$ cat src/rtl/rv_pkg.sv
// Shared definitions for the F / EX / WB RV32 core.
//   - writeback source select encodings (regsel)
//   - CSR addresses of the memory-mapped I/O registers
//   - base opcodes used by decode
//   - ex_ctrl_t: control bundle handed from decode/EX to WB
package rv_pkg;

  localparam logic [1:0] REGSEL_IO0 = 2'b00;
  localparam logic [1:0] REGSEL_LUI = 2'b01;
  localparam logic [1:0] REGSEL_ALU = 2'b10;
  localparam logic [1:0] REGSEL_RSV = 2'b11;

  localparam logic [11:0] CSR_IO0 = 12'hf00;
  localparam logic [11:0] CSR_IO2 = 12'hf02;

  localparam logic [6:0] OPC_LUI    = 7'b0110111;
  localparam logic [6:0] OPC_OP     = 7'b0110011;
  localparam logic [6:0] OPC_OP_IMM = 7'b0010011;
  localparam logic [6:0] OPC_SYSTEM = 7'b1110011;

  typedef struct packed {
    logic       regwrite;
    logic [1:0] regsel;
    logic       gpio_we;
  } ex_ctrl_t;

endpackage

$ cat src/rtl/wb_forward.sv
// Dual destination/source comparator for result forwarding.
// Ports:
//   regwrite      in  producing stage will write rd (already x0-gated)
//   rd            in  producing stage destination register
//   rs1, rs2      in  consuming stage source registers
//   fwd_rs1/rs2   out producing result must replace the consumer operand
module wb_forward #(
  parameter int unsigned RADDR = 5
) (
  input  logic             regwrite,
  input  logic [RADDR-1:0] rd,
  input  logic [RADDR-1:0] rs1,
  input  logic [RADDR-1:0] rs2,
  output logic             fwd_rs1,
  output logic             fwd_rs2
);

  always_comb begin
    fwd_rs1 = regwrite && (rd == rs1);
    fwd_rs2 = regwrite && (rd == rs2);
  end

endmodule

$ cat src/rtl/writeback_stage.sv
// EX->WB pipeline register and writeback stage.
// Captures the EX control bundle and datapath values, selects the
// register-file write data, owns the HEX register (io2), samples the
// switches (io0), forwards the WB result to EX and counts retirements.
// Ports:
//   clk, rst_n                 clock, synchronous active-low reset
//   valid_EX, stall_EX         EX instruction present / held this cycle
//   regwrite_EX, regsel_EX,
//   GPIO_we                    decoded EX control bundle
//   rd_EX, rs1_EX, rs2_EX      EX register addresses
//   alu_result_EX, imm_U_EX,
//   rs1_data_EX                EX datapath values
//   io0_in                     switch inputs
//   regwrite_WB, rd_WB,
//   writedata_WB               register-file write port
//   io2_out                    HEX display register
//   fwd_rs1, fwd_rs2, fwd_data WB->EX forwarding
//   instret                    retired-instruction counter (wraps)
module writeback_stage
  import rv_pkg::*;
#(
  parameter int unsigned XLEN  = 32,
  parameter int unsigned RADDR = 5
) (
  input  logic             clk,
  input  logic             rst_n,
  input  logic             valid_EX,
  input  logic             stall_EX,
  input  logic             regwrite_EX,
  input  logic [1:0]       regsel_EX,
  input  logic             GPIO_we,
  input  logic [RADDR-1:0] rd_EX,
  input  logic [RADDR-1:0] rs1_EX,
  input  logic [RADDR-1:0] rs2_EX,
  input  logic [XLEN-1:0]  alu_result_EX,
  input  logic [19:0]      imm_U_EX,
  input  logic [XLEN-1:0]  rs1_data_EX,
  input  logic [XLEN-1:0]  io0_in,
  output logic             regwrite_WB,
  output logic [RADDR-1:0] rd_WB,
  output logic [XLEN-1:0]  writedata_WB,
  output logic [XLEN-1:0]  io2_out,
  output logic             fwd_rs1,
  output logic             fwd_rs2,
  output logic [XLEN-1:0]  fwd_data,
  output logic [XLEN-1:0]  instret
);

  ex_ctrl_t        ctrl_ex;
  logic            take;
  logic            regwrite_gated;
  logic [XLEN-1:0] wdata_sel;
  logic            valid_WB;

  always_comb begin
    ctrl_ex.regwrite = regwrite_EX;
    ctrl_ex.regsel   = regsel_EX;
    ctrl_ex.gpio_we  = GPIO_we;
  end

  assign take = valid_EX && !stall_EX;

  // x0 writes and the reserved source never reach the register file,
  // which also guarantees rd_WB==0 can never forward.
  assign regwrite_gated = ctrl_ex.regwrite
                       && (rd_EX != '0)
                       && (ctrl_ex.regsel != REGSEL_RSV);

  always_comb begin
    wdata_sel = '0;
    unique case (ctrl_ex.regsel)
      REGSEL_IO0: wdata_sel = io0_in;
      REGSEL_LUI: wdata_sel = XLEN'({imm_U_EX, 12'h000});
      REGSEL_ALU: wdata_sel = alu_result_EX;
      default:    wdata_sel = '0;
    endcase
  end

  always_ff @(posedge clk) begin
    if (!rst_n) begin
      valid_WB     <= 1'b0;
      regwrite_WB  <= 1'b0;
      rd_WB        <= '0;
      writedata_WB <= '0;
      io2_out      <= '0;
      instret      <= '0;
    end else begin
      // Retirement is counted on the edge that moves the instruction out of WB.
      if (valid_WB) begin
        instret <= instret + XLEN'(1);
      end
      if (take) begin
        valid_WB     <= 1'b1;
        regwrite_WB  <= regwrite_gated;
        rd_WB        <= rd_EX;
        writedata_WB <= wdata_sel;
      end else begin
        valid_WB     <= 1'b0;
        regwrite_WB  <= 1'b0;
        rd_WB        <= '0;
        writedata_WB <= '0;
      end
      if (take && ctrl_ex.gpio_we) begin
        io2_out <= rs1_data_EX;
      end
    end
  end

  wb_forward #(
    .RADDR(RADDR)
  ) u_fwd (
    .regwrite (regwrite_WB),
    .rd       (rd_WB),
    .rs1      (rs1_EX),
    .rs2      (rs2_EX),
    .fwd_rs1  (fwd_rs1),
    .fwd_rs2  (fwd_rs2)
  );

  assign fwd_data = writedata_WB;

endmodule

$ cat config.mk
export PLATFORM = sky130hd
export DESIGN_NAME = writeback_stage
export DESIGN_NICKNAME = d
export VERILOG_FILES = /design/src/rtl/rv_pkg.sv /design/src/rtl/wb_forward.sv /design/src/rtl/writeback_stage.sv
export SDC_FILE = /design/constraint.sdc
export NUM_CORES = 1
export LEC_CHECK = 0
export ABC_AREA = 1
export CAP_MARGIN = 10
export CORE_MARGIN = 1.5
export CORE_UTILIZATION = 42
export DETAILED_ROUTE_END_ITERATION = 10
export GPL_ROUTABILITY_DRIVEN = 0
export PLACE_DENSITY = 0.9
export SYNTH_ARGS = -nofsm -noshare
export SYNTH_HDL_FRONTEND = slang
export SYNTH_SLANG_ARGS = --single-unit
$ cat constraint.sdc
create_clock -name clk -period 4.15 [get_ports clk]
set_clock_uncertainty 0.05 [all_clocks]
set_input_delay 0.83 -clock clk [delete_from_list [all_inputs] [get_ports clk]]
set_output_delay 0.83 -clock clk [all_outputs]
set_load 0.02 [all_outputs]
---- Word-level counts from Yosys, hierarchy flattened ----
Cells that the tools add are included.
storage, ports and cells
  bits of input ports ..................... 139
  output and inout port bits .............. 136
  register bits after elaboration ......... 103
  logic and storage cells ................. 24
operators by class
  mux-type cells .......................... 2
  reduce and logical (&&, ||, !) cells .... 10
  add/subtract/negate cells ............... 1
  equal/unequal tests ..................... 5
operators by type and width
  cell                                           number
  case mux 32 bit (3 select lines)               1
  adder 32 x 1 -> 32 bit, second input constant  1
  == test 5 bit                                  2
  logical AND 1 bit                              6
  nonzero test 5 bit                             1
  == test 2 x 1 -> 1 bit, second input constant  1
  == test 2 bit, second input constant           1
  zero test 2 bit                                1
  inequality test 2 bit, second input constant   1
  AND reduction 2 bit                            1
  zero test 1 bit                                1
  2-to-1 mux 1 bit                               1

---- Logic depth before layout (Yosys ltp) ----
  depth after elaboration ................. 3
  mapped depth ............................ 9
  mapped depth without buffers ............ 9

---- Cells and area by module ----
Synthesis repeated with hierarchy kept, for this count alone.
second synthesis, totals
  cell total of the unflattened synthesis .. 731
  area total of the unflattened synthesis .. 4952.2 µm²
modules (own cells, without submodules)
  module           area each (µm²)  times used  cells an instance  sequential area each (µm²)
  writeback_stage  4753.3           1           682                2062.0
  wb_forward       198.9            1           49                 0.0

---- Worst setup path before layout ----
OpenSTA, ideal clock, no wires.
  path type ............................... in2out
  from .................................... input rs1_EX[3]
  to ...................................... output fwd_rs1
  cell stages on the path ................. 4
  setup slack ............................. 1.661 ns
  required time ........................... 3.270 ns
  path buffers ............................ 0
  arrival time ............................ 1.609 ns
  path through ............................ xor2_1 -> nor2_1 -> nand4_1 -> nor3_1
on the way
  word-level cells in the longest chain between the ends .. 2
ends and longest elaborated chain
  what               line                   text
  from (decl)        writeback_stage.sv:33  input logic [RADDR-1:0] rs1_EX,
  == test 5 bit      wb_forward.sv:19       fwd_rs1 = regwrite && (rd == rs1);
  logical AND 1 bit  wb_forward.sv:19
  to (decl)          writeback_stage.sv:43  output logic fwd_rs1,
No other way between the ends.

---- Final worst setup path ----
Same ends and word-level chain as after synthesis.

==> results.py <==
metrics = {
    "logic_synthesis": {
        "synthMostInstantiatedCell": "nand2_1",
        "syn_area_um2": 4840,
        "synth-compound-area-share": 0.103,
        "synth_top_area_cell": "dfxtp_1",
        "synthAdderAreaFrac": 0.00258,
        "synth_xor_area_frac": 0.0235,
        "synth_warnings": 0,
        "synth_top_family_by_area": "simple AND/OR/NAND/NOR gates",
        "synth_area_leaders": "dfxtp_1, nand2_1, inv_1",
        "synth.avg_cell_area_um2": 7.05,
        "yosysTopAreaCellShare": 0.426,
        "synth-main-ff-cell": "dfxtp_1",
        "synth-seq-area-share": 0.426,
        "yosys.area_share.simple": 0.304,
        "synth_edf_count": 0,
        "synthCells": 687,
        "synthTopCellsByCount": "nand2_1, dfxtp_1, inv_1",
        "syn_nets": 827,
        "async_reset_ff_frac": 0,
        "synth.area.mux_share": 0,
        "yosysUniqueCellTypes": 29,
        "ys_seq_elements": 103,
    },
    "worst_setup_path": {
        "crit_arrival_ps": 2390,
        "r2r_start": "valid_WB",
        "required_ps": 3270,
        "endpoint_kind": "output port",
        "r2r_slack_ps": 2440,
        "path_class": "in -> out",
        "ff2ff_path_depth": 7,
        "r2r-end": "instret[17]",
        "worstPathMaxFanout": 1,
        "critPathLaunchType": "input port",
    },
    "timing": {
        "worst_pin_slew_ps": 1010,
        "hold_viol": 0,
        "layout_worst_path_cycle_share": 0.787,
        "tns_ps": 0,
        "setup_viol": 0,
        "slew_headroom": 0.327,
        "final-max-slew-violation-count": 0,
        "fmax_mhz": 306,
        "min_period_ps": 3270,
        "rsz0062_at_grt": "no",
        "worst_slack_ps": 882,
    },
    "grt": {
        "first_global_vias": 4724,
        "grt_start_max_net_pins": 65,
        "gr-total-overflow": 0,
        "antenna_found_initial": 0,
        "grt_usage": 0.250,
        "grt_pass1_wl_um": 23100,
    },
    "power_and_ir_drop": {
        "power_uw": 2270,
        "peakVddDrop_uv": 183,
        "power.density_nw_per_um2": 293,
        "p_leak_uw": 0.00302,
    },
    "layout": {
        "syn_to_final_growth_pct": 59.9,
        "n_antenna_cell": 0,
        "nFillCells": 886,
        "drive_above_1_share": 0.0598,
        "fin_util": 0.684,
        "finalNetCount": 1057,
    },
    "detailed_routing": {
        "wl_per_cell_um": 14.6,
        "vias_per_cell": 4.83,
        "routed-via-count": 5135,
        "final_antenna_net_count": 0,
        "drc_errors": 0,
        "firstDrtPassIters": 5,
        "drt_iter0_drc": 306,
        "routed_wirelength_um": 15500,
    },
    "floorplanning": {
        "pin_count": 275,
        "die-area_um2": 12200,
        "die_y_um": 110,
        "start_util": 0.428,
        "chipWidth_um": 110,
        "num_rows": 39,
        "core_um2": 11300,
    },
    "clock_tree": {
        "hold_buffers": 0,
        "path_clk_slew_ps": 70,
        "clock_latency_ps": 340,
        "root_buffer": "clkbuf_16",
        "cts_sinks": 103,
        "h-tree-depth": 3,
        "clockBufferDepth": 2,
        "post_cts_resized": 0,
        "cts-buffers-inserted": 9,
        "post_cts_buffers": 0,
        "cts_tree": "built",
    },
    "placement": {
        "dpl.hpwl_um": 12400,
        "numPortBuffers": 274,
        "pre_cts_slack_ps": 901,
    },
    "min_path": {
        "hold_class": "reg -> reg",
        "min_to": "io2_out[19]",
        "min_from": "io2_out[19]",
        "hold_path_depth": 2,
    },
    "flow_run": {
        "max_cap_viol_count": 0,
    },
    "status": {
        "status": "finished clean",
    },
}
## cell families after synthesis
family / after synthesis
compound gates: 99
xor+xnor: 13
fa+ha+maj: 1
buf+inv: 146
flops: 103
simple gates: 325
## cell usage in the layout, fill, tap and decap left out, types with 10 or more instances in the layout
cell	count
nand2_2	10
nand2_1	169
o21ai_0	36
nand4_1	10
nor2_2	12
nor2_1	58
a21oi_1	60
dfxtp_1	103
nand3_1	40
clkdlybuf4s50_1	274
inv_1	87
## where the power goes
group	switching [uW]	leakage [uW]	internal, uW	total, uW
registers	17.1	0.000836	1010	1030
logic	145	0.00204	199	344
clock network	365	0.000152	526	890
## sequential cells by signal, indices dropped and copies added, names as in the netlist
register and cells:
io2_out 32, instret 32, fwd_data 32, rd_WB 5, valid_WB 1, regwrite_WB 1
## routing by layer
layer	GRT usage	vias up	share of wire
li1	-	2567	-
met1	0.272	2297	0.38
met2	0.431	225	0.50
met3	0.0764	46	0.075
met4	0.138	0	0.045
met5	0	-	0
## worst max path at each step
stage | start | to | cells past startpoint
after floorplan | rs1_EX[3] | fwd_rs1 | 4
after global placement | rs1_EX[3] | fwd_rs1 | 6
after detailed placement | rs1_EX[3] | fwd_rs1 | 6
after CTS | rs1_EX[3] | fwd_rs1 | 6
after global routing | rs1_EX[3] | fwd_rs1 | 6
final | rs1_EX[3] | fwd_rs1 | 6
## final cells by class
class	instances	area [um^2]	share of cell area
inverters	89	334	0.0431
well taps	143	179	0.0231
multi-input cells	438	2100	0.272
clock inverters	5	82.6	0.0107
clock buffers	9	225	0.0291
flip-flops and latches	103	2060	0.266
repair buffers	276	2760	0.356
## critical path: stages
cell,delay [ps]
clkdlybuf4s50_1,410
xor2_1,170
nor2_1,100
nand4_1,90
nor3_1,160
clkdlybuf4s50_1,630
## through the flow
step	cells	instance area [um^2]	hold slack (ps)
2_1_floorplan	687	4840	470
3_3_place_gp	1049	7440	381
3_5_place_dp	1049	7440	385
4_1_cts	1063	7740	395
5_1_grt	1063	7740	415
6_report	1063	7740	393
Note: power is estimated with default switching activity, not from simulation.
